==> config.mk <==
export PLATFORM = sky130hd
export DESIGN_NAME = dmem_arbiter_flat
export DESIGN_NICKNAME = d
export VERILOG_FILES = /design/src/rtl/dmem_arb_pkg.sv /design/src/rtl/dmem_arb_if.sv /design/src/rtl/dmem_arb_align.sv /design/src/rtl/dmem_arbiter.sv /design/src/flat_wrapper.sv
export SDC_FILE = /design/constraint.sdc
export NUM_CORES = 1
export LEC_CHECK = 0
export CAP_MARGIN = 30
export CORE_AREA = 3 3 119 121
export CTS_CLUSTER_DIAMETER = 80
export DETAILED_ROUTE_END_ITERATION = 6
export DIE_AREA = 0 0 122 124
export DONT_BUFFER_PORTS = 1
export PLACE_DENSITY = 0.39
export SLEW_MARGIN = 10
export SYNTH_ARGS = -nofsm -noshare
export SYNTH_HDL_FRONTEND = slang
export SYNTH_SLANG_ARGS = --single-unit
==> constraint.sdc <==
create_clock -name clk -period 2.5 [get_ports clk]
set_input_delay 0.5 -clock clk [delete_from_list [all_inputs] [get_ports clk]]
set_output_delay 0.5 -clock clk [all_outputs]
set_load 0.02 [all_outputs]
==> src/rtl/dmem_arb_pkg.sv <==
// dmem_arb_pkg - shared types and constants for the data-memory arbiter.
//   WIDTH_*      : encodings of the data_mem WidthSrc field
//   arb_state_t  : who owned the memory in the previous cycle
//   mem_req_t    : one port's access (we, width, addr, wdata)
package dmem_arb_pkg;

    localparam logic [1:0] WIDTH_WORD = 2'b00;
    localparam logic [1:0] WIDTH_HALF = 2'b10;
    localparam logic [1:0] WIDTH_BYTE = 2'b01;

    typedef enum logic [1:0] {
        IDLE  = 2'd0,
        OWN0  = 2'd1,
        OWN1  = 2'd2,
        LOCK1 = 2'd3
    } arb_state_t;

    typedef struct packed {
        logic        we;
        logic [1:0]  width;
        logic [31:0] addr;
        logic [31:0] wdata;
    } mem_req_t;

endpackage

==> src/rtl/dmem_arb_if.sv <==
// dmem_arb_if - bundle of both requester ports and the data_mem side.
//   slave  : the arbiter (takes requests + mem_rdata, drives grants,
//            responses and the mem_* command)
//   master : the environment (requesters and data_mem model)
interface dmem_arb_if;
    logic        req0, req1;
    logic        we0, we1;
    logic [1:0]  width0, width1;
    logic [31:0] addr0, addr1;
    logic [31:0] wdata0, wdata1;
    logic        lock1;
    logic        gnt0, gnt1;
    logic        rvalid0, rvalid1;
    logic [31:0] rdata0, rdata1;
    logic        err0, err1;
    logic        mem_we;
    logic [1:0]  mem_width;
    logic [31:0] mem_addr;
    logic [31:0] mem_wdata;
    logic [31:0] mem_rdata;

    modport slave (
        input  req0, req1, we0, we1, width0, width1, addr0, addr1,
               wdata0, wdata1, lock1, mem_rdata,
        output gnt0, gnt1, rvalid0, rvalid1, rdata0, rdata1, err0, err1,
               mem_we, mem_width, mem_addr, mem_wdata
    );

    modport master (
        output req0, req1, we0, we1, width0, width1, addr0, addr1,
               wdata0, wdata1, lock1, mem_rdata,
        input  gnt0, gnt1, rvalid0, rvalid1, rdata0, rdata1, err0, err1,
               mem_we, mem_width, mem_addr, mem_wdata
    );
endinterface

==> src/rtl/dmem_arb_align.sv <==
// dmem_arb_align - combinational misalignment detector for one port.
// Only instantiated when DMEM_ARB_ALIGN_CHECK_EN is defined.
//   width      in  2 : access width (11 behaves as word)
//   addr_lo    in  2 : low two address bits
//   misaligned out 1 : word not on a 4-byte boundary or odd halfword
module dmem_arb_align
    import dmem_arb_pkg::*;
(
    input  logic [1:0] width,
    input  logic [1:0] addr_lo,
    output logic       misaligned
);

    always_comb begin
        misaligned = 1'b0;
        if (width == WIDTH_HALF) begin
            misaligned = addr_lo[0];
        end else if (width != WIDTH_BYTE) begin
            // WIDTH_WORD and the unused 11 encoding both need word alignment
            misaligned = |addr_lo;
        end
    end

endmodule

==> src/rtl/dmem_arbiter.sv <==
// dmem_arbiter - shares the single-ported data_mem between the pipeline
// load/store path (port 0) and a debug/DMA port (port 1).
//   clk      in : rising-edge clock
//   reset_n  in : asynchronous active-low reset
//   bus         : dmem_arb_if.slave (requests, grants, responses, mem_*)
// Port 0 has fixed priority; port 1 is protected by a starvation counter
// (MAX_WAIT) and may hold the memory in a burst lock bounded by MAX_LOCK.
// Optional build macro DMEM_ARB_ALIGN_CHECK_EN: misaligned accesses are
// granted but never written, and answer with err=1, rdata=0.
module dmem_arbiter
    import dmem_arb_pkg::*;
#(
    parameter int MAX_WAIT = 4,
    parameter int MAX_LOCK = 8
) (
    input  logic        clk,
    input  logic        reset_n,
    dmem_arb_if.slave   bus
);

    localparam int WW = $clog2(MAX_WAIT + 1);
    localparam int LW = $clog2(MAX_LOCK + 1);

    arb_state_t  state_q, state_d;
    logic [WW-1:0] wait_cnt_q, wait_cnt_d;
    logic [LW-1:0] lock_cnt_q, lock_cnt_d;
    logic        rvalid0_q, rvalid0_d, rvalid1_q, rvalid1_d;
    logic        err0_q, err0_d, err1_q, err1_d;
    logic [31:0] rdata0_q, rdata0_d, rdata1_q, rdata1_d;

    logic        gnt0, gnt1;
    logic        bad0, bad1, win_bad;
    mem_req_t    req0_s, req1_s, win_s;

    assign req0_s = '{we: bus.we0, width: bus.width0, addr: bus.addr0, wdata: bus.wdata0};
    assign req1_s = '{we: bus.we1, width: bus.width1, addr: bus.addr1, wdata: bus.wdata1};

`ifdef DMEM_ARB_ALIGN_CHECK_EN
    dmem_arb_align u_align0 (.width(bus.width0), .addr_lo(bus.addr0[1:0]), .misaligned(bad0));
    dmem_arb_align u_align1 (.width(bus.width1), .addr_lo(bus.addr1[1:0]), .misaligned(bad1));
`else
    assign bad0 = 1'b0;
    assign bad1 = 1'b0;
`endif

    // Arbitration: grants are combinational and suppressed while in reset,
    // which also forces every mem_* output (including mem_we) to 0.
    always_comb begin
        gnt0 = 1'b0;
        gnt1 = 1'b0;
        if (!reset_n) begin
            gnt0 = 1'b0;
        end else if (state_q == LOCK1 && bus.req1) begin
            // a saturated lock yields exactly one slot to a waiting port 0
            if (bus.req0 && lock_cnt_q == LW'(MAX_LOCK)) gnt0 = 1'b1;
            else                                         gnt1 = 1'b1;
        end else if (bus.req1 && wait_cnt_q == WW'(MAX_WAIT)) begin
            gnt1 = 1'b1;
        end else if (bus.req0) begin
            gnt0 = 1'b1;
        end else if (bus.req1) begin
            gnt1 = 1'b1;
        end
    end

    // Next state and counters
    always_comb begin
        state_d    = IDLE;
        wait_cnt_d = wait_cnt_q;
        lock_cnt_d = lock_cnt_q;

        if (gnt0) begin
            // the yielded slot keeps the burst alive if port 1 still wants it
            state_d = (state_q == LOCK1 && bus.req1 && bus.lock1) ? LOCK1 : OWN0;
        end else if (gnt1) begin
            state_d = bus.lock1 ? LOCK1 : OWN1;
        end

        if (!bus.req1 || gnt1)               wait_cnt_d = '0;
        else if (wait_cnt_q != WW'(MAX_WAIT)) wait_cnt_d = wait_cnt_q + WW'(1);

        if (gnt0 || !bus.lock1)                        lock_cnt_d = '0;
        else if (gnt1 && lock_cnt_q != LW'(MAX_LOCK))  lock_cnt_d = lock_cnt_q + LW'(1);
    end

    // Memory command mux
    always_comb begin
        win_s   = '0;
        win_bad = 1'b0;
        if (gnt0) begin
            win_s   = req0_s;
            win_bad = bad0;
        end else if (gnt1) begin
            win_s   = req1_s;
            win_bad = bad1;
        end
    end

    assign bus.mem_we    = win_s.we & ~win_bad;
    assign bus.mem_width = win_s.width;
    assign bus.mem_addr  = win_s.addr;
    assign bus.mem_wdata = win_s.wdata;

    // Response capture: stores and rejected accesses return zero data
    always_comb begin
        rvalid0_d = gnt0;
        rvalid1_d = gnt1;
        err0_d    = gnt0 & bad0;
        err1_d    = gnt1 & bad1;
        rdata0_d  = '0;
        rdata1_d  = '0;
        if (gnt0 && !bus.we0 && !bad0) rdata0_d = bus.mem_rdata;
        if (gnt1 && !bus.we1 && !bad1) rdata1_d = bus.mem_rdata;
    end

    always_ff @(posedge clk or negedge reset_n) begin
        if (!reset_n) begin
            state_q    <= IDLE;
            wait_cnt_q <= '0;
            lock_cnt_q <= '0;
            rvalid0_q  <= 1'b0;
            rvalid1_q  <= 1'b0;
            err0_q     <= 1'b0;
            err1_q     <= 1'b0;
            rdata0_q   <= '0;
            rdata1_q   <= '0;
        end else begin
            state_q    <= state_d;
            wait_cnt_q <= wait_cnt_d;
            lock_cnt_q <= lock_cnt_d;
            rvalid0_q  <= rvalid0_d;
            rvalid1_q  <= rvalid1_d;
            err0_q     <= err0_d;
            err1_q     <= err1_d;
            rdata0_q   <= rdata0_d;
            rdata1_q   <= rdata1_d;
        end
    end

    assign bus.gnt0    = gnt0;
    assign bus.gnt1    = gnt1;
    assign bus.rvalid0 = rvalid0_q;
    assign bus.rvalid1 = rvalid1_q;
    assign bus.rdata0  = rdata0_q;
    assign bus.rdata1  = rdata1_q;
    assign bus.err0    = err0_q;
    assign bus.err1    = err1_q;

endmodule

==> src/flat_wrapper.sv <==
// flat-port wrapper written by rule: the top's interface ports become plain ports
module dmem_arbiter_flat import dmem_arb_pkg::*;
#(
    parameter int MAX_WAIT = 4,
    parameter int MAX_LOCK = 8
)
  (clk, reset_n, bus_req0, bus_req1, bus_we0, bus_we1, bus_width0, bus_width1, bus_addr0, bus_addr1, bus_wdata0, bus_wdata1, bus_lock1, bus_mem_rdata, bus_gnt0, bus_gnt1, bus_rvalid0, bus_rvalid1, bus_rdata0, bus_rdata1, bus_err0, bus_err1, bus_mem_we, bus_mem_width, bus_mem_addr, bus_mem_wdata);
  dmem_arb_if bus_i ();
  input  logic clk;
  input  logic reset_n;
  input wire logic [$bits(bus_i.req0)-1:0] bus_req0;
  input wire logic [$bits(bus_i.req1)-1:0] bus_req1;
  input wire logic [$bits(bus_i.we0)-1:0] bus_we0;
  input wire logic [$bits(bus_i.we1)-1:0] bus_we1;
  input wire logic [$bits(bus_i.width0)-1:0] bus_width0;
  input wire logic [$bits(bus_i.width1)-1:0] bus_width1;
  input wire logic [$bits(bus_i.addr0)-1:0] bus_addr0;
  input wire logic [$bits(bus_i.addr1)-1:0] bus_addr1;
  input wire logic [$bits(bus_i.wdata0)-1:0] bus_wdata0;
  input wire logic [$bits(bus_i.wdata1)-1:0] bus_wdata1;
  input wire logic [$bits(bus_i.lock1)-1:0] bus_lock1;
  input wire logic [$bits(bus_i.mem_rdata)-1:0] bus_mem_rdata;
  output wire logic [$bits(bus_i.gnt0)-1:0] bus_gnt0;
  output wire logic [$bits(bus_i.gnt1)-1:0] bus_gnt1;
  output wire logic [$bits(bus_i.rvalid0)-1:0] bus_rvalid0;
  output wire logic [$bits(bus_i.rvalid1)-1:0] bus_rvalid1;
  output wire logic [$bits(bus_i.rdata0)-1:0] bus_rdata0;
  output wire logic [$bits(bus_i.rdata1)-1:0] bus_rdata1;
  output wire logic [$bits(bus_i.err0)-1:0] bus_err0;
  output wire logic [$bits(bus_i.err1)-1:0] bus_err1;
  output wire logic [$bits(bus_i.mem_we)-1:0] bus_mem_we;
  output wire logic [$bits(bus_i.mem_width)-1:0] bus_mem_width;
  output wire logic [$bits(bus_i.mem_addr)-1:0] bus_mem_addr;
  output wire logic [$bits(bus_i.mem_wdata)-1:0] bus_mem_wdata;
  assign bus_i.req0 = bus_req0;
  assign bus_i.req1 = bus_req1;
  assign bus_i.we0 = bus_we0;
  assign bus_i.we1 = bus_we1;
  assign bus_i.width0 = bus_width0;
  assign bus_i.width1 = bus_width1;
  assign bus_i.addr0 = bus_addr0;
  assign bus_i.addr1 = bus_addr1;
  assign bus_i.wdata0 = bus_wdata0;
  assign bus_i.wdata1 = bus_wdata1;
  assign bus_i.lock1 = bus_lock1;
  assign bus_i.mem_rdata = bus_mem_rdata;
  assign bus_gnt0 = bus_i.gnt0;
  assign bus_gnt1 = bus_i.gnt1;
  assign bus_rvalid0 = bus_i.rvalid0;
  assign bus_rvalid1 = bus_i.rvalid1;
  assign bus_rdata0 = bus_i.rdata0;
  assign bus_rdata1 = bus_i.rdata1;
  assign bus_err0 = bus_i.err0;
  assign bus_err1 = bus_i.err1;
  assign bus_mem_we = bus_i.mem_we;
  assign bus_mem_width = bus_i.mem_width;
  assign bus_mem_addr = bus_i.mem_addr;
  assign bus_mem_wdata = bus_i.mem_wdata;
  dmem_arbiter #(.MAX_WAIT(MAX_WAIT), .MAX_LOCK(MAX_LOCK)) u_core (.clk(clk), .reset_n(reset_n), .bus(bus_i));
endmodule
==> results of run 1 <==
-- registers in the layout, summed over array words and instances (netlist names) --
name	count
u_core.bus.rdata1	32
u_core.bus.rdata0	32
u_core.bus.rvalid1	1
u_core.bus.rvalid0	1
u_core.wait_cnt_q	3
u_core.state_q	2
u_core.lock_cnt_q	4
-- cell type report --
cell class | count | share of cell area (%)
multi-input cells | 176 | 39.6
flip-flops and latches | 75 | 38.3
repair buffers | 37 | 11.6
clock buffers | 10 | 4.67
well taps | 176 | 4.49
clock inverters | 6 | 0.816
inverters | 8 | 0.612
-- metrics by stage --
| stage | cell area (um2) | setup TNS [ns] | std cells | setup slack, ns |
|---|---|---|---|---|
| after floorplan | 3350 | 0 | 283 | 0.101 |
| after global placement | 3640 | 0 | 451 | 0.0949 |
| after detailed placement | 3640 | 0 | 451 | 0.0679 |
| after CTS | 4850 | -8.84 | 486 | -0.163 |
| after global routing | 4910 | -13.74 | 488 | -0.231 |
| final | 4910 | -7.14 | 488 | -0.134 |
-- what timing repair did --
| item | CTS | global route |
|---|---|---|
| gates resized for setup | 113 | 5 |
| endpoints found under the hold margin | 75 | 0 |
| pin swaps | 44 | 17 |
| hold buffers | 1 | 0 |
| buffers inserted | 12 | 1 |
| gates cloned | 6 | 3 |
| setup endpoints to repair | 69 | 69 |
-- cells in the final DEF, fill, tap and decap left out, types with 3 or more instances in the layout --
master,synthesis,routed
buf_16,0,5
and2_1,65,65
buf_4,2,13
nand2_1,6,6
buf_12,0,8
nor3_1,3,3
inv_1,8,8
dfrtp_1,75,75
ha_1,4,3
o21ai_0,4,4
clkbuf_16,0,12
buf_6,0,6
clkinv_2,0,3
a22o_4,0,66
-- metal layers --
| metal | track usage (%) | up-vias |
|---|---|---|
| met1 | 17.1 | 1186 |
| li1 | - | 1056 |
| met4 | 7.21 | 0 |
| met2 | 26.1 | 142 |
| met3 | 5.63 | 14 |
| met5 | 0 | - |
-- power groups by stage --
stage               clock [mW]  sequential [mW]  combinational (mW)
global placement             0             1.32               0.307
detailed placement           0             1.32               0.307
CTS                       1.22             1.30               0.490
finish                    1.16             1.30               0.498
floorplan                    0             1.31               0.258
global route              1.28             1.30               0.528
-- cells by family after synthesis --
logic type / after synthesis / synth area share [%]
AOI/OAI and AO/OA: 84 / 21.7
xor gates and xnor gates: 2 / 0.524
adders and majority gates: 4 / 1.50
buffers and inverters: 32 / 4.45
DFF: 75 / 56.1
muxes: 4 / 1.24
other: 1 / 0.112
and+or+nand+nor: 80 / 14.4
-- critical path: stages (launching register included) --
cell,delay [ns]
dfrtp_1,0.34
inv_1,0.05
ha_2,0.17
and3b_2,0.23
mux2_4,0.30
a21oi_4,0.14
buf_6,0.15
buf_12,0.14
clkbuf_16,0.15
a22o_4,0.16
-- how the worst max path moves through the flow --
stage               cells past startpoint                end  slack (ns)            startpoint
finish                                  9    bus_mem_addr[5]       -0.13  u_core.lock_cnt_q[0]
global placement                        7  bus_mem_wdata[21]        0.09  u_core.lock_cnt_q[0]
CTS                                     9    bus_mem_addr[2]       -0.16  u_core.lock_cnt_q[0]
detailed placement                      7  bus_mem_wdata[21]        0.07  u_core.lock_cnt_q[0]
global route                            9    bus_mem_addr[5]       -0.23  u_core.lock_cnt_q[0]
floorplan                               7   bus_mem_addr[30]        0.10  u_core.lock_cnt_q[0]
==> results.toml, run 1 <==
[status]
status = "finished, violations left"
failed_checks = "setup timing"

[clocking]
cts_inserted_buffers = 9
clkSinkCount = 75
cts_tree = "built"
clk_pin_slew_worst_paths_ns = 0.06
cts_buffer_depth = 2
htree_levels = 3
worstSkewPairLatency_ns = 0.32
clock-root-buffer = "clkbuf_16"

[detailed_routing]
wl_per_cell_um = 26.4
ant_nets = 0
wl_met1_um = 4620
drtIter0Drc = 124
dr.max_layer_used = "met4"
vias = 2398
drc_errors = 0
met2_length_um = 6710
routed_via_density = 4.91
firstDrtPassIters = 4
wl_met3_um = 1110
wl_um = 12900

[finish]
seqCellArea_um2 = 1880
nFillCells = 1263
final_util_pct = 37.2
finalNetCount = 482
num_antenna_cells = 0
area_growth_pct = 46.7
multi_input_area_um2 = 1940
layout-drive-gt1-share_pct = 40.7

[synthesis]
syn_avg_cell_area_um2 = 11.9
synth_area_um2 = 3340
ys_top_cells_by_count = "75 x dfrtp_1, 67 x a22o_1, 65 x and2_1"
yosysTopAreaCellShare_pct = 56.1
yosys.area.top_type = "dfrtp_1"
synth_area_leaders = "dfrtp_1 56%, a22o_1 18%, and2_1 12%, buf_2 2.1%, ha_1 1.5%"
synth-async-reset-ratio_pct = 100
synthCells = 282
ys_seq_area_share_pct = 56.1
synth_edf_count = 0
ys_ff_latch = 75
ys.flop_type = "dfrtp_1"
yosysUniqueCellTypes = 32
yosysMostFrequentCell = "dfrtp_1"
yosysWarningCount = 0

[power]
combPwrFrac_pct = 16.9
power_per_cell_area_nw_per_um2 = 602
clockPowerShare_pct = 39.3
power.switching_mw = 0.803
peakVddDrop_mv = 0.267
total_power_mw = 2.95
power_frac_seq_pct = 43.8
switching_share_pct = 27.2
internal_power_mw = 2.15
p_leak_nw = 2.39

[grt]
grt_pass1_wl_um = 16700
grt_remaining_overflow = 0
gr-usage-all-layers_pct = 15.3
grt_antenna_before_repair = 0
grt_max_degree = 76
grt_pass1_vias = 2575

[floorplanning]
dieHeight_um = 124
ios = 308
dieArea_um2 = 15100
start_util_pct = 25.3
core_area_um2 = 13200
rows = 42
die_w_um = 122

[setup_path]
start_kind = "register"
worst_r2r_startpoint = "u_core.lock_cnt_q[0]"
path_class = "reg -> out"
r2r_slack_ns = 0.46
required_ns = 2.00
crit_fanout = 6
regToRegEndpoint = "u_core.bus.rdata1[12]"
crit_path_end_kind = "output pin"
worstPathArrival_ns = 2.13
worst-r2r-cell-count = 8

[sta]
fin_skew_ns = 0.00622
period_needed_ns = 2.63
fmax_ghz = 0.380
slew_viol_final = 0
holdWs_ns = 0.0733
fin_crit_sh_pct = 105
final_hold_viol_count = 0
rsz0062_at_grt = "true"
setup_viol = 68
worst_slack_ns = -0.134

[placement]
portBuffers = 0
gp_congestion = 0.749
hpwlAfterDp_um = 8510

[min_path]
worstHoldPathType = "in -> async"

[run]
max_cap_viol_count = 0
(Power assumes the default switching activity.)
==> inputs of run 2 (changes only) <==
- CORE_AREA: 3 3 119 121 -> 3 3 117 119
- DIE_AREA: 0 0 122 124 -> 0 0 120 122
- PLACE_DENSITY: 0.39 -> 0.4
==> run 2 against run 1 <==
  * The run still ends with setup timing left
  * Die area decreased by 3.2%
  * Worst setup slack got worse by 0.035 ns
  * Critical path depth stayed put
  * First-iteration DRC count unchanged
  * Largest cell class unchanged
  * Largest power group is now clock
==> results.toml, run 2 (synthesis results as in run 1) <==
[clocking]
clkSinkCount = 75
worstSkewPairLatency_ns = 0.33
htree_levels = 3
clk_pin_slew_worst_paths_ns = 0.06
cts_inserted_buffers = 9
clock-root-buffer = "clkbuf_16"
cts_tree = "built"
cts_buffer_depth = 2

[placement]
hpwlAfterDp_um = 8620
portBuffers = 0
dp.cells = 444
place_ws_ns = 0.0108
gp_congestion = 0.805

[grt]
grt_antenna_before_repair = 0
grt_remaining_overflow = 0
grt_max_degree = 76
grt_pass1_vias = 2649
gr-usage-all-layers_pct = 16.6
grt_pass1_wl_um = 17600

[setup_path]
cp_cell_sequence = "inv_1, ha_2, and3b_1, mux2_4, a21oi_4, buf_6, buf_12, buf_16, a22o_4"
critPathMaxStageDelay_ns = 0.35
worstPathArrival_ns = 2.17
crit_slowest_cell = "dfrtp_1"
crit_path_end_kind = "output pin"
critPathBufInv = 4
worst_r2r_startpoint = "u_core.lock_cnt_q[1]"
start_kind = "register"
crit_family = "buffers and inverters"
crit_start = "u_core.lock_cnt_q[1]"
required_ns = 2.00
crit_fanout = 6
path_class = "reg -> out"

[detailed_routing]
drc_errors = 0
drtIter0Drc = 124
routed_via_density = 5.25
vias = 2545
wl_um = 14200
ant_nets = 0
firstDrtPassIters = 4
wl_per_cell_um = 29.3

[sta]
slew_viol_final = 0
holdWs_ns = 0.0642
fin_setup_tns_ns = -8.22
fin_crit_sh_pct = 107
fmax_ghz = 0.375
period_needed_ns = 2.67
tightest_slew_ns = 0.514
fin_skew_ns = 0.00509
worst_slack_ns = -0.168
relSlewSlack_pct = 65.5
setup_viol = 68
final_hold_viol_count = 0
rsz0062_at_grt = "true"

[finish]
layout_common_cells = "75 x dfrtp_1, 65 x and2_1, 65 x a22o_4"
area_growth_pct = 50.3
finalNetCount = 483
seqCellArea_um2 = 1880
num_antenna_cells = 0
nFillCells = 1191
layout-drive-gt1-share_pct = 41.2
final_util_pct = 39.7
layout_commonest_cell = "dfrtp_1"
finalNonFillerCells = 485
multi_input_area_um2 = 1930

[floorplanning]
dieHeight_um = 122
core_area_um2 = 12700
die_w_um = 120
ios = 308
dieArea_um2 = 14600
start_util_pct = 26.4
rows = 41

[power]
power_per_cell_area_nw_per_um2 = 644
peakVddDrop_mv = 0.389
p_leak_nw = 2.44

[run]
max_cap_viol_count = 0

[status]
status = "finished, violations left"
failed_checks = "setup timing"

[min_path]
worstHoldPathType = "in -> async"
## run 2: cell count changes in the layout (fill, tap and decap cells not counted), sizes merged
| cell | change |
|---|---|
| buf | -2 |
| bufinv | +2 |
| clkbuf | +4 |
| clkinv | -3 |
## run 2: report_power, final
| group | leakage, nW | switching (mW) | total [mW] | internal [mW] |
|---|---|---|---|---|
| Clock | 0.156 | 0.508 | 1.41 | 0.907 |
| Combinational | 1.25 | 0.280 | 0.529 | 0.249 |
| Sequential | 1.03 | 0.0496 | 1.30 | 1.25 |
| Total | 2.44 | 0.837 | 3.24 | 2.40 |
## run 2: cell type report
| type | instances | area share (%) |
|---|---|---|
| clock inverters | 5 | 1.69 |
| flip-flops and latches | 75 | 37.3 |
| repair buffers | 38 | 12.8 |
| inverters | 8 | 0.597 |
| well taps | 172 | 4.28 |
| multi-input cells | 176 | 38.4 |
| clock buffers | 11 | 4.83 |
## run 2: timing repair
action | in CTS | in global routing
pin swaps | 5 | 27
setup buffers | 6 | 4
endpoints found under the setup margin | 68 | 68
gates resized for setup | 91 | 28
gates cloned | 7 | 8
hold endpoints to repair | 75 | 0
hold buffers | 1 | 0
## run 2: metrics by stage
stage / cell area [um2] / power [mW]
after floorplan: 3350 / 1.57
after global placement: 3610 / 1.62
after detailed placement: 3610 / 1.62
after CTS: 4660 / 3.22
after global routing: 5030 / 3.37
final: 5030 / 3.24
## run 2: routing by layer
metal,vias up,wire (um),GRT usage [%]
met4,0,404,6.73
li1,1067,-,-
met3,20,1240,5.43
met5,-,0,0
met1,1288,5190,20.4
met2,170,7370,27.0
## run 2: path summary, 6_finish.rpt
path | end | cells past startpoint | slack [ns]
hold / removal | u_core.bus.rdata0[7] | 1 | 0.06
setup / recovery | bus_mem_addr[30] | 9 | -0.17
max in group asynchronous | u_core.bus.rdata0[24] | 1 | 2.17
setup reg to reg | u_core.bus.rdata0[22] | 10 | 0.36
min in group clk | u_core.wait_cnt_q[0] | 2 | 0.28
hold reg to reg | u_core.wait_cnt_q[0] | 3 | 0.59
==> inputs of run 3 (changes only) <==
- PLACE_DENSITY: 0.4 -> not set
- PLACE_DENSITY_LB_ADDON: not set -> 0.15
==> run 3 against run 2 <==
  * The flow still finishes with violations (setup timing)
  * Wire length shrank 3.1%
  * Worst setup slack lost 0.0029 ns
  * Clock power shrank 17%
  * Combinational power shrank 4%
  * Highest routed layer is now met5
==> results.toml, run 3 (synthesis results as in run 1) <==
[floorplanning]
ios = 308
rows = 41
core_area_um2 = 12700
die_w_um = 120
dieHeight_um = 122
start_util_pct = 26.4
dieArea_um2 = 14600

[sta]
slew_viol_final = 0
fin_skew_ns = 0.0107
fmax_ghz = 0.374
final_hold_viol_count = 0
period_needed_ns = 2.67
fin_setup_tns_ns = -8.76
setup_viol = 67
worst_slack_ns = -0.171
rsz0062_at_grt = "true"
fin_crit_sh_pct = 107

[finish]
layout-drive-gt1-share_pct = 40.9
finalNetCount = 484
area_growth_pct = 47.0
final_util_pct = 38.8
layout_common_cells = "75 x dfrtp_1, 65 x and2_1, 58 x a22o_4"
seqCellArea_um2 = 1880
fin_area_um2 = 4920
layout_commonest_cell = "dfrtp_1"
num_antenna_cells = 0
nFillCells = 1206
multi_input_area_um2 = 1860

[detailed_routing]
drc_errors = 0
drtIter0Drc = 134
wl_um = 13800
routed_via_density = 5.21
wl_per_cell_um = 28.4
firstDrtPassIters = 4
ant_nets = 0
vias = 2525

[clocking]
clock-root-buffer = "clkbuf_16"
cts_buffer_depth = 2
cts_inserted_buffers = 9
clkSinkCount = 75
htree_levels = 3
clk_pin_slew_worst_paths_ns = 0.06
worstSkewPairLatency_ns = 0.33
cts_tree = "built"

[grt]
grt_max_degree = 76
grt_antenna_before_repair = 1
grt_remaining_overflow = 0
grt_pass1_wl_um = 18300
grt_pass1_vias = 2619
gr-usage-all-layers_pct = 17.4

[setup_path]
r2r_slack_ns = 0.51
crit_path_end_kind = "output pin"
path_class = "reg -> out"
crit_fanout = 9
start_kind = "register"
crit_start = "u_core.lock_cnt_q[1]"
worst_r2r_startpoint = "u_core.lock_cnt_q[1]"
required_ns = 2.00
worstPathArrival_ns = 2.17

[placement]
portBuffers = 0
post_dp_cell_area_um2 = 3640
place_ws_ns = 0.0388
hpwlAfterDp_um = 9010
gp_congestion = 0.767

[power]
peakVddDrop_mv = 0.284
power_per_cell_area_nw_per_um2 = 605
total_power_mw = 2.98
p_leak_nw = 2.40

[run]
max_cap_viol_count = 0

[status]
status = "finished, violations left"
failed_checks = "setup timing"

[min_path]
worstHoldPathType = "in -> async"
[run 3: cell types whose count changed in the layout (fill, tap and decap cells not counted), sizes merged]
| cell | previous run | this run |
|---|---|---|
| clkbuf | 17 | 11 |
| buf | 32 | 37 |
| clkinv | 1 | 5 |
| bufinv | 2 | 0 |
| clkinvlp | 1 | 0 |
[run 3: final timing paths]
path	to	cells after the start
worst min register to register	u_core.wait_cnt_q[0]	3
max in group asynchronous	u_core.lock_cnt_q[1]	1
worst min-delay path	u_core.bus.rdata1[18]	1
worst max register to register	u_core.state_q[0]	10
worst max-delay path	bus_mem_width[1]	9
min in group clk	u_core.wait_cnt_q[0]	2
[run 3: repair_timing]
| action | CTS | global route |
|---|---|---|
| pin swaps | 36 | 15 |
| gates cloned | 10 | 2 |
| resized for setup | 107 | 4 |
| buffers inserted | 9 | 1 |
| endpoints found under the hold margin | 75 | 0 |
| setup endpoints to repair | 67 | 67 |
| hold buffers | 1 | 0 |
[run 3: layout make-up]
type	count	area share, %
clock buffer	9	4.58
sequential	75	38.2
tap	172	4.38
inverter	8	0.611
multi-input combinational	176	37.9
timing repair buffer	39	13.5
clock inverter	6	0.840
[run 3: stage by stage]
| stage | std cells | hold WS [ns] |
|---|---|---|
| 6_report | 485 | 0.0636 |
| 2_1_floorplan | 283 | 0.204 |
| 3_3_place_gp | 447 | 0.206 |
| 5_1_grt | 485 | 0.0595 |
| 3_5_place_dp | 447 | 0.206 |
| 4_1_cts | 482 | 0.0662 |
[run 3: worst max-delay path: stages (launching register included)]
cell and delay (ns):
dfrtp_1 0.34, inv_1 0.05, ha_2 0.17, and3b_2 0.21
mux2_4 0.29, a21oi_4 0.17, buf_12 0.13, buf_12 0.14
buf_16 0.15, a22o_4 0.17
[run 3: power breakdown]
part / internal, mW / switching (mW)
Sequential: 1.25 / 0.0497
Combinational: 0.239 / 0.270
Clock: 0.667 / 0.503
Total: 2.15 / 0.823
[run 3: routing by layer]
metal  wire, um  track usage [%]
met5         17                0
met4        566             8.38
met3       1590             8.91
met2       6890             28.3
met1       4700             18.9
